--- config.mk ---
export PLATFORM = sky130hd
export DESIGN_NAME = tms9900_bus_initiator
export DESIGN_NICKNAME = d
export VERILOG_FILES = /design/src/rtl/tms9900_bus_initiator_pkg.sv /design/src/rtl/tms9900_bus_initiator_lv165_pair_model.sv /design/src/rtl/tms9900_bus_initiator.sv
export SDC_FILE = /design/constraint.sdc
export NUM_CORES = 1
export LEC_CHECK = 0
export CAP_MARGIN = 40
export CORE_MARGIN = 3
export CORE_UTILIZATION = 56
export CTS_BUF_LIST = sky130_fd_sc_hd__clkbuf_4
export CTS_CLUSTER_SIZE = 8
export DETAILED_ROUTE_END_ITERATION = 7
export GPL_TIMING_DRIVEN = 0
export HOLD_SLACK_MARGIN = 0.08
export PLACE_DENSITY = 0.95
export REMOVE_ABC_BUFFERS = 1
export SYNTH_ARGS = -nofsm -noshare
export SYNTH_HDL_FRONTEND = slang
export SYNTH_SLANG_ARGS = --single-unit
--- constraint.sdc ---
create_clock -name clk -period 4.85 [get_ports clk]
set_input_delay 0.485 -clock clk [delete_from_list [all_inputs] [get_ports clk]]
set_output_delay 0.485 -clock clk [all_outputs]
set_load 0.01 [all_outputs]
--- src/rtl/tms9900_bus_initiator_pkg.sv ---
// Shared definitions for the TMS9900-style bus initiator.
//   bus_state_e    : initiator FSM states (IDLE encodes as 0)
//   bus_req_t      : word request latched at acceptance
//   addr_scramble(): parallel image loaded into the LV165 pair; it matches
//                    the bit order that memory_interface decodes from
//                    adrin1/adrin2.
package tms9900_bus_initiator_pkg;

  typedef enum logic [2:0] {
    ST_IDLE = 3'd0,   // no request
    ST_WAIT = 3'd1,   // request accepted, waiting for the next phi3 period
    ST_ADDR = 3'd2,   // address period, memen low
    ST_DHI  = 3'd3,   // MSB data periods
    ST_DLO  = 3'd4,   // LSB data periods
    ST_END  = 3'd5    // memen released, ack on last clk
  } bus_state_e;

  typedef struct packed {
    logic        write;
    logic [15:1] addr;   // word address; byte select comes from a15
    logic [15:0] wdata;
  } bus_req_t;

  localparam bus_req_t REQ_RST = '0;

  // Register bit layout: [15:8] is the high LV165 (adrin1), [7:0] the low
  // one (adrin2). Bit 15/7 is presented first.
  function automatic logic [15:0] addr_scramble(input logic [15:1] addr,
                                                input logic        a15);
    logic [15:0] sr;
    sr     = '0;
    sr[11] = addr[15];
    sr[12] = addr[14];
    sr[14] = addr[13];
    sr[2]  = addr[12];
    sr[6]  = addr[11];
    sr[7]  = addr[10];
    sr[13] = addr[9];
    sr[9]  = addr[8];
    sr[8]  = addr[7];
    sr[15] = addr[6];
    sr[0]  = addr[5];
    sr[1]  = addr[4];
    sr[5]  = addr[3];
    sr[3]  = addr[2];
    sr[4]  = addr[1];
    sr[10] = a15;
    return sr;
  endfunction

endpackage

--- src/rtl/tms9900_bus_initiator_lv165_pair_model.sv ---
// Model of two cascaded-in-parallel LV165 shift registers.
//   clk, reset : system clock, synchronous active-high reset
//   i_shld     : parallel load, active low, level sensitive (load wins over shift)
//   i_serclk   : shift clock, rising edge detected in the clk domain
//   i_par      : parallel image, [15:8] high register, [7:0] low register
//   o_adrin1   : serial output of the high register (bit 7 of byte 1)
//   o_adrin2   : serial output of the low register (bit 7 of byte 0)
module lv165_pair_model #(
  parameter int NUM_LANES = 2,
  parameter int VEC_W     = 8
) (
  input  logic                         clk,
  input  logic                         reset,
  input  logic                         i_shld,
  input  logic                         i_serclk,
  input  logic [NUM_LANES*VEC_W-1:0]   i_par,
  output logic                         o_adrin1,
  output logic                         o_adrin2
);

  logic                 serclk_q;
  logic                 serclk_rise;
  logic [NUM_LANES-1:0] lane_msb;

  assign serclk_rise = i_serclk & ~serclk_q;

  always_ff @(posedge clk) begin
    if (reset) serclk_q <= 1'b0;
    else       serclk_q <= i_serclk;
  end

  for (genvar l = 0; l < NUM_LANES; l++) begin : g_lane
    logic [VEC_W-1:0] sr;

    always_ff @(posedge clk) begin
      if (reset)            sr <= '0;
      else if (!i_shld)     sr <= i_par[l*VEC_W +: VEC_W];
      else if (serclk_rise) sr <= {sr[VEC_W-2:0], 1'b0};
    end

    assign lane_msb[l] = sr[VEC_W-1];
  end

  assign o_adrin1 = lane_msb[NUM_LANES-1];
  assign o_adrin2 = lane_msb[0];

endmodule

--- src/rtl/tms9900_bus_initiator.sv ---
// TI-99/4A multiplexed bus initiator: one 16-bit word request becomes an
// address period, an MSB byte cycle (a15=0), an LSB byte cycle (a15=1) and
// an end period, all aligned to a free-running phi3 phase counter.
//   clk, reset        : clock, synchronous active-high reset
//   i_req/i_write     : word request (taken only while o_busy=0), direction
//   i_addr/i_wdata    : word address (bit 0 ignored), write word
//   o_busy/o_ack      : request in flight / 1-clk completion pulse
//   o_rdata           : read word, updated only at the read's ack
//   o_phi3            : phase clock, low on count 0
//   o_memen/o_dbin    : memory enable (low active), read direction
//   o_we/o_a15        : write strobe (low active), byte select
//   o_data_bus/oe     : write byte and its drive enable
//   i_data_bus        : read byte from responder
//   i_ready           : 0 extends the current data byte by one period
//   i_shld/i_serclk   : LV165 load (low) and shift clock
//   o_adrin1/o_adrin2 : serial address bits, high/low register
//   o_state           : FSM state for debug
module tms9900_bus_initiator
  import tms9900_bus_initiator_pkg::*;
#(
  parameter int PHI3_PERIOD = 4,   // >= 4 so the write strobe has room inside a period
  parameter int MUX_WAIT    = 4
) (
  input  logic        clk,
  input  logic        reset,
  input  logic        i_req,
  input  logic        i_write,
  input  logic [15:0] i_addr,
  input  logic [15:0] i_wdata,
  output logic        o_busy,
  output logic        o_ack,
  output logic [15:0] o_rdata,
  output logic        o_phi3,
  output logic        o_memen,
  output logic        o_dbin,
  output logic        o_we,
  output logic        o_a15,
  output logic [7:0]  o_data_bus,
  output logic        o_data_oe,
  input  logic [7:0]  i_data_bus,
  input  logic        i_ready,
  input  logic        i_shld,
  input  logic        i_serclk,
  output logic        o_adrin1,
  output logic        o_adrin2,
  output logic [2:0]  o_state
);

  localparam int CW = $clog2(PHI3_PERIOD);
  localparam int RW = $clog2(MUX_WAIT + 2);
  localparam logic [CW-1:0] CNT_LAST = CW'(PHI3_PERIOD - 1);
  localparam logic [CW-1:0] CNT_PRE  = CW'(PHI3_PERIOD - 2);
  localparam logic [RW-1:0] REM_LOAD = RW'(MUX_WAIT);

  bus_state_e    state_q, state_d;
  logic [CW-1:0] cnt;
  logic [RW-1:0] rem_q, rem_d;     // data periods still owed after this one
  bus_req_t      req_q;
  logic [7:0]    rbuf_hi, rbuf_lo;
  logic [15:0]   rdata_q;
  logic          phi3_q;
  logic          wrap, last_per, accept, byte_done;
  logic          unused_addr0;

  assign unused_addr0 = i_addr[0];
  assign wrap         = (cnt == CNT_LAST);
  assign last_per     = (rem_q == '0);
  // A byte ends only at a boundary with ready high and no periods owed.
  assign byte_done    = wrap && i_ready && last_per;

  always_comb begin
    state_d    = state_q;
    rem_d      = rem_q;
    accept     = 1'b0;
    o_memen    = 1'b1;
    o_dbin     = 1'b0;
    o_we       = 1'b1;
    o_a15      = 1'b0;
    o_data_oe  = 1'b0;
    o_data_bus = '0;
    o_ack      = 1'b0;
    o_busy     = 1'b1;

    case (state_q)
      ST_IDLE: begin
        o_busy = 1'b0;
        if (i_req) begin
          accept  = 1'b1;
          // Accepted on the wrap clk: the address period starts right away.
          state_d = wrap ? ST_ADDR : ST_WAIT;
        end
      end
      ST_WAIT: if (wrap) state_d = ST_ADDR;
      ST_ADDR: begin
        o_memen = 1'b0;
        o_dbin  = ~req_q.write;
        if (wrap) begin
          state_d = ST_DHI;
          rem_d   = REM_LOAD;
        end
      end
      ST_DHI, ST_DLO: begin
        o_memen    = 1'b0;
        o_dbin     = ~req_q.write;
        o_a15      = (state_q == ST_DLO);
        o_data_oe  = req_q.write;
        if (req_q.write)
          o_data_bus = (state_q == ST_DLO) ? req_q.wdata[7:0] : req_q.wdata[15:8];
        // Strobe sits strictly inside the period so memen/dbin/a15, which only
        // move at count 0, are stable around it.
        if (req_q.write && last_per && cnt != '0 && cnt != CNT_LAST)
          o_we = 1'b0;
        if (wrap && i_ready) begin
          if (last_per) begin
            state_d = (state_q == ST_DHI) ? ST_DLO : ST_END;
            rem_d   = REM_LOAD;
          end else begin
            rem_d = rem_q - 1'b1;
          end
        end
      end
      ST_END: begin
        if (wrap) begin
          o_ack  = 1'b1;
          o_busy = 1'b0;
          // Back-to-back: a request seen on the ack clk skips IDLE entirely.
          if (i_req) begin
            accept  = 1'b1;
            state_d = ST_ADDR;
          end else begin
            state_d = ST_IDLE;
          end
        end
      end
      default: begin
        o_busy  = 1'b0;
        state_d = ST_IDLE;
      end
    endcase
  end

  always_ff @(posedge clk) begin
    if (reset) begin
      state_q <= ST_IDLE;
      cnt     <= '0;
      phi3_q  <= 1'b0;
      rem_q   <= '0;
      req_q   <= REQ_RST;
      rbuf_hi <= '0;
      rbuf_lo <= '0;
      rdata_q <= '0;
    end else begin
      state_q <= state_d;
      cnt     <= wrap ? '0 : cnt + 1'b1;
      phi3_q  <= ~wrap;                 // next count is nonzero unless wrapping
      rem_q   <= rem_d;
      if (accept)
        req_q <= '{write: i_write, addr: i_addr[15:1], wdata: i_wdata};
      if (!req_q.write && byte_done) begin
        if (state_q == ST_DHI) rbuf_hi <= i_data_bus;
        if (state_q == ST_DLO) rbuf_lo <= i_data_bus;
      end
      // Publish on the clk before ack so o_rdata is valid with the pulse.
      if (state_q == ST_END && cnt == CNT_PRE && !req_q.write)
        rdata_q <= {rbuf_hi, rbuf_lo};
    end
  end

  assign o_phi3  = phi3_q;
  assign o_rdata = rdata_q;
  assign o_state = state_q;

  lv165_pair_model #(.NUM_LANES(2), .VEC_W(8)) u_lv165 (
    .clk      (clk),
    .reset    (reset),
    .i_shld   (i_shld),
    .i_serclk (i_serclk),
    .i_par    (addr_scramble(req_q.addr, o_a15)),
    .o_adrin1 (o_adrin1),
    .o_adrin2 (o_adrin2)
  );

endmodule

# After elaboration in Yosys (flattened, before gate mapping)
# Cells that the tools add are included.
dict set report word_totals {
  ff_bits 90
  latch_bits 0
  ramBits 0
  mem_bits_ro 0
  inputBits 47
  out_inout_bits 37
  word_cells 89
  memories 0
}
dict set report classes {
  add_sub_neg 2
  multipliers 0
  n_div 0
  n_lt_le_gt_ge 0
  eq_ne 15
  n_shift 0
  muxes 34
  bitwise 4
  n_reduce_logical 21
}
# operator n
set op_table {}
lappend op_table {{8-bit two-way mux} 7}
lappend op_table {{3-bit two-way mux} 9}
lappend op_table {{3-bit case mux with 5 select lines} 1}
lappend op_table {{2-bit != test (second input constant)} 7}
lappend op_table {{1-bit two-way mux} 12}
lappend op_table {{1-bit logical AND} 8}
lappend op_table {{3-bit by 2-bit equality test with 1-bit output (second input constant)} 2}
lappend op_table {{3-bit equality test (second input constant)} 2}
lappend op_table {{3-bit logical NOT} 2}
lappend op_table {{3-bit case mux with 2 select lines} 1}
lappend op_table {{6-bit AND reduction} 1}
lappend op_table {{2-bit equality test (second input constant)} 2}
lappend op_table {{2-bit two-way mux} 2}
lappend op_table {{1-bit case mux with 2 select lines} 2}
lappend op_table {{2-bit AND reduction} 2}
lappend op_table {{2-bit nonzero test} 2}
lappend op_table {{2-bit OR reduction} 2}
lappend op_table {{4-bit OR reduction} 1}
lappend op_table {{3-bit by 1-bit equality test with 1-bit output (second input constant)} 1}
lappend op_table {{1-bit inverter} 3}
lappend op_table {{3-bit AND reduction} 1}
lappend op_table {{3-bit OR reduction} 1}
lappend op_table {{3-bit by 1-bit subtractor with 3-bit output (second input constant)} 1}
lappend op_table {{2-bit by 1-bit adder with 2-bit output (second input constant)} 1}
lappend op_table {{other kinds (3)} 3}

# Longest topological paths before layout
# Gate-level depths: netlist of run 1.
dict set report logic_depth {
  word_depth 6
  mapped_depth 8
  ltp_nobuf 6
}

# Cells and area by module
# Synthesis of run 1 repeated with hierarchy kept, for this count alone.
dict set report hier_totals {
  cells_unflattened 440
  hier_area_um2 3768.6
}
# module instances cells_per_inst area_per_inst_um2 seq_area_each_um2
set by_module_without_submodules {}
lappend by_module_without_submodules {tms9900_bus_initiator 1 350 2971.6 1461.4}
lappend by_module_without_submodules {lv165_pair_model 1 90 797.0 340.3}

# Worst setup path after synthesis of run 1
# Ideal clock, no wire load.
dict set report synth_timing {
  kind {register to output}
  start {register state_q[2], in the netlist o_state[2]}
  end {output o_dbin}
  t_arrival_ns 1.562
  required_time_ns 4.365
  slack_ns 2.803
  stages_incl_launch_ff 7
  n_path_buf 2
  path_cell_list {dfxtp_1 > or3b_1 > buf_2 > inv_2 > buf_2 > a21oi_1 > nor2_1}
}
dict set report synth_between {
  elab_chain_cells 3
  word_cells_on_any_way 5
  cone_classes {eq/ne: 3; mux: 1; reduce/logical: 1}
}
# item line_no
set synth_lines {}
lappend synth_lines {{start: declaration} tms9900_bus_initiator.sv:55} ;# bus_state_e state_q, state_d;
lappend synth_lines {{start signal: assignment} tms9900_bus_initiator.sv:153} ;# state_q <= state_d;
lappend synth_lines {{3-bit equality test / 3-bit by 2-bit equality test with 1-bit output (equally long branches)} tms9900_bus_initiator.sv:84} ;# case (state_q)
lappend synth_lines {{3-bit OR reduction (no source line) *} n/a}
lappend synth_lines {{1-bit two-way mux *} n/a}
lappend synth_lines {{end: declaration} tms9900_bus_initiator.sv:35} ;# output logic o_dbin,
# Every way passes the cells marked *; elsewhere a longest branch is shown, timed or not.

# Worst setup path in the final report of run 1
dict set report layout_timing {
  start {register state_q[2], in the netlist o_state[2]}
  end {output o_we}
}
dict set report layout_between {
  elab_chain_cells 3
  word_cells_on_any_way 4
  cone_classes {eq/ne: 2; mux: 1; reduce/logical: 1}
}
# item line_no
set layout_lines {}
lappend layout_lines {{3-bit equality test / 3-bit by 2-bit equality test with 1-bit output (equally long branches)} tms9900_bus_initiator.sv:84}
lappend layout_lines {{2-bit OR reduction *} n/a}
lappend layout_lines {{1-bit two-way mux *} tms9900_bus_initiator.sv:84}
lappend layout_lines {{end: declaration} tms9900_bus_initiator.sv:36} ;# output logic o_we,
# Marks and branches as above.

==> run summary, run 1 <==
Mean Syn Cell Area: 8.23 um2
Clock buffer depth: 2
CTS Hold Buffers Added: 0
Register area share after synthesis: 48.7%
Die footprint: 7620 um2
Max-Cap Viols: 0
Crit Path Max Fanout: 15
Max-slew violation count: 0
Overflow after GRT: 0
Reg clk slew, reported paths: 0.13 ns
Post-CTS sizing: 0
Flop pwr share: 54.7%
Layout cells sized above 1: 5.94%
Hold Violations, Final: 0
Max IR drop VDD: 0.347 mV
P_leak: 0.00182 uW
Die height: 87.3 um
Switching part of the total: 31.5%
RSZ-0062 raised after global routing: no
Vias per cell: 5.49
Slew headroom: 41.6%
Via count: 3278
Top cells by area, synth: dfxtp_1, nand2_1, a21oi_1, mux2i_1, nor2_1
Post-synth design cell area: 3700 um2
IO Count: 84
Number of global-route vias before repair: 3264
Clock sink total: 90
Warnings from Yosys: 0
Outcome: completed
H-tree Lvls: 3
Starting Density: 60.0%
Global placement routability congestion: 0.883
Yosys top cell by area: dfxtp_1
WL final: 8290 um
CTS tree: done
Area delta synth->final: 26.0%
Final WS setup: 1.36 ns
Drt first pass iters: 4
Hold Crit Class: reg -> reg
Core Rows: 28
Initial antenna violation count: 0
DP Worst Slack: 1.84 ns
GRT Total Usage: 22.6%
Count of cell types in the netlist: 41
Clock latency on the worst-skew pair: 0.40 ns
Fin crit share: 72.0%
Critical Path End Type: output pin
Final TNS setup: 0 ns
Share of flip-flops with an asynchronous set or reset: 0%
Layout Nets: 568
Count leader, synth: nand2_1
Post-CTS setup buffers: 0
Fin area: 4660 um2
Die width: 87.3 um
Comb power frac: 23.4%
Clock Tree Root: clkbuf_4
Total CTS buffers: 9
EDFF count, synth: 0
Yosys top cell area share: 48.7%
Tmin final: 3.49 ns
Maximum achievable frequency: 286 MHz
Largest net degree at the start of global routing: 91
Residual DRC: 0
Clock power frac: 22.0%
Internal power: 1090 uW
Cells after Synth: 450
Pwr dens: 342 nW/um2
First-pass GRT wire length: 13900 um
Post-DP Area: 4530 um2
Worst-Margin Slew: 0.876 ns
Endpoints failing setup: 0
Arrival @ worst endpoint: 3.01 ns
Most instantiated cells after synthesis: nand2_1, dfxtp_1, a21oi_1
Worst setup SP type: flip-flop
Main synth FF type: dfxtp_1
Core ar.: 6170 um2
Number of diodes: 0
Seq cells post-synth: 90
DR iter-0 viols: 168
Routed len/inst: 13.9 um
Post-route antenna net violation count: 0
Setup Crit Path Kind: reg -> out
I/O Buffers: 82
CP required: 4.37 ns
Sw Pwr: 502 uW
Final HPWL from detailed placement: 5770 um
Layout Skew: 0.0190 ns
[per-stage QoR]
stage | util, % | std cells | hold slack, ns | total power (uW)
6_report | 75.6 | 597 | 0.455 | 1590
5_1_grt | 75.6 | 597 | 0.478 | 1690
4_1_cts | 75.4 | 596 | 0.451 | 1600
3_5_place_dp | 73.5 | 580 | 0.444 | 1260
3_3_place_gp | 72.9 | 577 | 0.437 | 1230
2_1_floorplan | - | 420 | 0.425 | 1090
[kinds of logic after synthesis]
kind of cell	synth area share, %
compound gates	15.5
fa+ha+maj	1.35
mux	8.11
flops	48.7
simple gates	22.4
buf+inv	3.95
[flip-flops by register name, indices dropped and copies added, names as in the netlist]
register           flops
rbuf_hi                8
o_state                3
o_rdata               16
cnt                    2
req_q                 32
rbuf_lo                8
u_lv165.serclk_q       1
o_phi3                 1
u_lv165.g_lane.sr     16
rem_q                  3
[layer usage]
layer  GRT usage [%]  vias up  part of all wire (%)
met1            26.6     1528                    43
met3            5.96       14                   4.7
li1                -     1644                     -
met4            7.67        0                   1.6
met2            39.5       92                    51
met5               0        -                     0
[area by class of cell]
class | instances | area (um2)
flip-flops and latches | 90 | 1800
fillers | 445 | 1500
inverters | 7 | 26.3
well taps | 75 | 93.8
clock inverters | 6 | 41.3
multi-input cells | 323 | 1750
clock buffers | 10 | 75.1
repair buffers | 86 | 871
[cells in the final DEF (no fill, tap or decap), types with 2 or more instances in the layout]
cell type and instances:
nor2_1 45, nand3b_1 2, inv_2 2, nand3_1 2, or3b_1 2, clkdlybuf4s50_1 81, mux2i_1 30, nand2_2 2
ha_1 4, buf_4 2, buf_8 3, inv_1 5, nand2_1 118, a21oi_1 66, a2bb2oi_1 3, o22ai_1 2
o21ai_0 2, nor3_1 2, dfxtp_1 90, nand2b_1 5, clkbuf_4 10, or3_1 2, clkinv_2 2, a211oi_1 16
clkinvlp_4 3
[power by group through the flow]
stage,combinational (uW),clock (uW),sequential (uW)
finish,372,350,871
CTS,372,361,870
global placement,347,0,882
detailed placement,369,0,886
global route,414,392,881
floorplan,210,0,875
[critical path, stage by stage, from the launching register on]
cell             delay, ns
dfxtp_1               0.62
or3b_1                0.60
nand2_2               0.19
nand2_2               0.17
or4_1                 0.53
clkdlybuf4s50_1       0.50
[final timing paths]
kind | start | to | slack [ns] | depth (start not counted)
worst max-delay path | o_state[2] | o_we | 1.36 | 5
worst min-delay path | rbuf_hi[5] | o_rdata[13] | 0.46 | 2
worst max register to register | o_state[2] | rbuf_lo[0] | 2.64 | 5
worst min register to register | rbuf_hi[5] | o_rdata[13] | 0.46 | 2
(Power assumes the default switching activity.)
==> run 2, diff against run 1 <==
CORE_UTILIZATION = 47   (was 56)
PLACE_DENSITY = 0.86   (was 0.95)
clock period = 2.81 ns   (was 4.85 ns; I/O delays follow)
==> run summary, run 2 (synthesis gave the netlist of run 1 again) <==
Outcome: completed
Clock latency on the worst-skew pair: 0.44 ns (+0.04 ns)
Reg clk slew, reported paths: 0.15 ns (+0.02 ns)
Routed len/inst: 13.7 um (-1.6%)
Final TNS setup: 0 ns (unchanged)
Hold Violations, Final: 0 (unchanged)
Layout cells sized above 1: 7.24% (+1.3 points)
Fin crit share: 95.5%
Largest register FFs: 32 (unchanged)
Vias per cell: 5.24 (-4.6%)
Die width: 94.8 um (+8.5%)
IO Count: 84 (unchanged)
Setup Crit Path Kind: reg -> out
Total power: 3070 uW (+92%)
CP required: 2.53 ns (-1.84 ns)
Clock sink total: 90 (unchanged)
Most frequent cells in the layout: nand2_1, dfxtp_1, clkdlybuf4s50_1
Flop pwr share: 49.3% (-5.4 points)
First-pass GRT wire length: 13800 um (-0.80%)
Fin util: 64.5% (-11 points)
Clock buffer depth: 2 (unchanged)
Hold Crit Class: in -> reg
Maximum achievable frequency: 373 MHz
P_leak: 0.00191 uW (+4.7%)
Crit Path Max Fanout: 17 (+2)
Via count: 3269 (-0.27%)
Number of global-route vias before repair: 3111 (-4.7%)
Comb power frac: 21.0% (-2.4 points)
Starting Density: 49.7% (-10 points)
Clock Tree Root: clkbuf_4
Pwr dens: 639 nW/um2 (+87%)
Max IR drop VDD: 0.497 mV (+43%)
Max-Cap Viols: 0 (unchanged)
Overflow after GRT: 0 (unchanged)
Total CTS buffers: 9 (unchanged)
Layout Cells excl Fill: 624 (+4.5%)
Worst-Margin Slew: 0.922 ns (+0.0454 ns)
GRT Total Usage: 19.1% (-3.5 points)
Clock power frac: 29.7% (+7.7 points)
Global placement routability congestion: 0.799 (-9.5%)
Number of diodes: 0 (unchanged)
Post-route antenna net violation count: 0 (unchanged)
Largest Register: req_q
Layout Nets: 571 (+0.53%)
Endpoints failing setup: 0 (unchanged)
Drt first pass iters: 4 (unchanged)
Worst setup SP type: flip-flop
Slew headroom: 38.6% (-3.0 points)
Die footprint: 8980 um2 (+18%)
Final HPWL from detailed placement: 5780 um (+0.18%)
Residual DRC: 0 (unchanged)
Switching part of the total: 29.8% (-1.8 points)
Initial antenna violation count: 0 (unchanged)
Max-slew violation count: 0 (unchanged)
Layout Skew: 0.0232 ns (+0.00419 ns)
WL final: 8530 um (+2.9%)
CTS tree: done
Critical Path End Type: output pin
Internal power: 2150 uW (+97%)
Largest net degree at the start of global routing: 91 (unchanged)
Core ar.: 7450 um2 (+21%)
Sw Pwr: 912 uW (+82%)
Arrival @ worst endpoint: 2.40 ns (-0.61 ns)
Area delta synth->final: 29.7%
I/O Buffers: 82 (unchanged)
Inst Count DP: 604 (+4.1%)
Leading cell type in the layout, fill and taps excluded: nand2_1
Die height: 94.8 um (+8.5%)
H-tree Lvls: 3 (unchanged)
RSZ-0062 raised after global routing: no
Tmin final: 2.68 ns
DR iter-0 viols: 110 (-35%)
Core Rows: 31 (+11%)
==> run 2: cell count changes in the layout (fill, tap and decap cells not counted), sizes merged, moves of 2 or more <==
cell,delta
buf,+3
bufinv,+3
clkdlybuf4s50,-2
clkinvlp,-2
==> run 2: path summary, 6_finish.rpt <==
| check | start | cells after the start | to | slack [ns] |
|---|---|---|---|---|
| worst max-delay path | o_state[0] | 6 | o_data_bus[0] | 0.13 |
| worst min-delay path | i_wdata[3] | 3 | req_q[3] | 0.37 |
| worst max register to register | cnt[0] | 6 | req_q[13] | 0.81 |
| worst min register to register | o_rdata[13] | 2 | o_rdata[13] | 0.46 |
==> run 2: worst max-delay path: stages, from the launching register on <==
cell	delay (ns)
dfxtp_4	0.43
or3b_4	0.41
buf_4	0.16
inv_4	0.16
nand2_1	0.08
a21oi_1	0.15
clkdlybuf4s50_1	0.56
==> run 2: repair_timing <==
item / CTS / global route
gates resized for setup: 9 / 1
buffers inserted: 4 / 0
endpoints found under the setup margin: 13 / 1
endpoints found under the hold margin: 0 / 0
hold buffers: 0 / 0
==> run 2: final cells by class <==
type / count / area [um2]
inverters: 7 / 28.8
clock buffers: 9 / 67.6
clock inverters: 7 / 123
flip-flops and latches: 90 / 1810
fillers: 656 / 2650
repair buffers: 89 / 887
well taps: 99 / 124
multi-input cells: 323 / 1760
==> run 2: through the flow <==
step                worst slack [ns]  hold slack, ns  instance area, um2
floorplan                      0.672           0.348                3580
global placement              -0.602           0.439                4530
detailed placement          -0.00699           0.448                4560
CTS                           0.0995           0.350                4800
global route                 0.00768           0.350                4800
finish                         0.126           0.373                4800
==> run 2: power groups by stage <==
stage,logic [uW],registers (uW),clock network [uW]
6_report,644,1510,911
5_1_grt,718,1530,973
4_1_cts,648,1510,926
3_5_place_dp,639,1530,0
3_3_place_gp,600,1520,0
2_1_floorplan,363,1510,0
==> run 2: layer usage <==
| metal | vias to the layer above | GRT usage, % | share of wire (%) |
|---|---|---|---|
| met3 | 13 | 3.59 | 4.7 |
| met5 | - | 0 | 0 |
| met4 | 0 | 9.13 | 1.8 |
| met2 | 84 | 33.1 | 50 |
| li1 | 1652 | - | - |
| met1 | 1520 | 22.7 | 43 |
==> run 3, diff against run 2 <==
CELL_PAD_IN_SITES_DETAIL_PLACEMENT = 1   (was default)
CELL_PAD_IN_SITES_GLOBAL_PLACEMENT = 1   (was default)
CORE_UTILIZATION = 33   (was 47)
CTS_BUF_LIST = default   (was sky130_fd_sc_hd__clkbuf_4)
PLACE_DENSITY = 0.83   (was 0.86)
SLEW_MARGIN = 20   (was default)
==> run summary, run 3 (synthesis gave the netlist of run 1 again) <==
P_leak: 0.00190 uW (-0.24%)
Worst-Margin Slew: 0.717 ns (-0.205 ns)
Most frequent cells in the layout: nand2_1, dfxtp_1, clkdlybuf4s50_1
Clock buffer depth: 2 (unchanged)
Largest Register: req_q
Largest net degree at the start of global routing: 49 (-46%)
Largest register FFs: 32 (unchanged)
Slew headroom: 52.2% (+14 points)
Clock latency on the worst-skew pair: 0.36 ns (-0.08 ns)
Critical Path End Type: output pin
Layout Skew: 0.00897 ns (-0.0142 ns)
Core ar.: 10900 um2 (+46%)
Routed len/inst: 15.1 um (+11%)
Max-slew violation count: 0 (unchanged)
FF/Latch Area: 1810 um2 (-0.14%)
Clock Tree Root: clkbuf_8
Tmin final: 2.66 ns (-0.0195 ns)
I/O Buffers: 82 (unchanged)
First-pass GRT wire length: 16600 um (+21%)
Arrival @ worst endpoint: 2.38 ns (-0.02 ns)
FF-to-FF End: req_q[8]
WHS: 0.358 ns (-0.0153 ns)
Outcome: completed
Starting Density: 34.0% (-16 points)
Hold Crit Class: in -> reg
Flop pwr share: 48.2% (-1.1 points)
Fin crit share: 94.8% (-0.69 points)
Residual DRC: 0 (unchanged)
DR iter-0 viols: 99 (-10%)
Die width: 112 um (+18%)
Vias per cell: 5.00 (-4.5%)
Overflow after GRT: 0 (unchanged)
Multi-input gate area: 1770 um2 (+0.43%)
Die height: 112 um (+18%)
Crit Path Max Fanout: 15 (-2)
GRT Total Usage: 16.1% (-3.0 points)
Die footprint: 12500 um2 (+40%)
Clock sink total: 90 (unchanged)
Internal power: 2180 uW (+1.0%)
IO Count: 84 (unchanged)
CTS tree: done
Final HPWL from detailed placement: 6820 um (+18%)
Max IR drop VDD: 0.324 mV (-35%)
R2R setup slack: 0.77 ns (-0.04 ns)
Global placement routability congestion: 0.756 (-5.4%)
Worst Hold Launch: reset
Maximum achievable frequency: 375 MHz (+0.73%)
Reg clk slew, reported paths: 0.10 ns (-0.05 ns)
Comb power frac: 21.8% (+0.8 points)
Post-route antenna net violation count: 0 (unchanged)
R2r startpoint: cnt[1]
Pwr dens: 639 nW/um2 (about the same)
H-tree Lvls: 3 (unchanged)
Number of diodes: 0 (unchanged)
Worst setup SP type: flip-flop
Sw Pwr: 959 uW (+5.1%)
WL final: 10100 um (+18%)
Max-Cap Viols: 0 (unchanged)
RSZ-0062 raised after global routing: no
Leading cell type in the layout, fill and taps excluded: nand2_1
Number of global-route vias before repair: 3480 (+12%)
CTS Hold Buffers Added: 0 (unchanged)
Reg2Reg Depth: 5 (-1)
Drt first pass iters: 4 (unchanged)
Area delta synth->final: 32.6%
Core Rows: 38 (+23%)
Switching part of the total: 30.6% (+0.83 points)
Setup Crit Path Kind: reg -> out
Initial antenna violation count: 0 (unchanged)
Layout cells sized above 1: 7.24% (unchanged)
Endpoints failing setup: 0 (unchanged)
Total CTS buffers: 9 (unchanged)
Hold Violations, Final: 0 (unchanged)
Via count: 3327 (+1.8%)
Layout fillers: 1286 (+96%)
CP required: 2.53 ns (about the same)
Total power: 3140 uW (+2.2%)
Layout Nets: 571 (unchanged)
Worst Hold End: o_rdata[7]
Hold Path Depth: 2 (-1)
Clock power frac: 29.9% (+0.2 points)
[run 3: per-layer routing]
metal,track usage [%],up-vias,wire (um)
met1,19.8,1604,4530
met4,6.81,0,161
met5,0,-,0
met2,27.9,56,5040
met3,2.55,12,323
li1,-,1655,-
[run 3: cell type report]
class	instances	area share [%]
flip-flops and latches	90	36.8
multi-input cells	323	36.0
repair buffers	89	18.6
well taps	140	3.57
clock buffers	11	3.08
clock inverters	5	1.27
inverters	7	0.586
[run 3: per-stage QoR]
step | utilization, % | instance area [um2] | std cells | TNS [ns] | setup slack, ns
5_1_grt | 45.1 | 4910 | 665 | 0 | 0.0235
2_1_floorplan | - | 3580 | 420 | 0 | 0.672
3_5_place_dp | 42.6 | 4640 | 646 | -0.116 | -0.116
4_1_cts | 44.8 | 4880 | 664 | 0 | 0.108
3_3_place_gp | 42.0 | 4580 | 642 | -43.21 | -0.727
6_report | 45.1 | 4910 | 665 | 0 | 0.146
[run 3: how the worst max path moves through the flow]
stage | from | to | slack (ns) | cells after the start
floorplan | o_state[2] | o_we | 0.67 | 4
global placement | reset | rem_q[1] | -0.73 | 3
detailed placement | o_state[2] | o_we | -0.12 | 5
CTS | o_state[2] | o_data_bus[0] | 0.11 | 6
global route | o_state[1] | o_data_bus[1] | 0.02 | 6
finish | o_state[2] | o_data_bus[0] | 0.15 | 6
[run 3: timing repair]
item	CTS	global route
resized for setup	8	0
buffers inserted	2	0
endpoints found under the setup margin	13	0
[run 3: power by group through the flow]
stage          clock, uW  sequential [uW]  combinational, uW
2_1_floorplan          0             1510                363
3_3_place_gp           0             1530                616
3_5_place_dp           0             1540                654
4_1_cts              972             1510                660
5_1_grt             1020             1530                772
6_report             939             1510                684
[run 3: critical path: stages, from the launching register on]
cell and delay (ns):
dfxtp_4 0.44, or3b_4 0.42, buf_4 0.16, inv_4 0.17
nand2_1 0.09, a21oi_1 0.17, clkdlybuf4s50_1 0.57
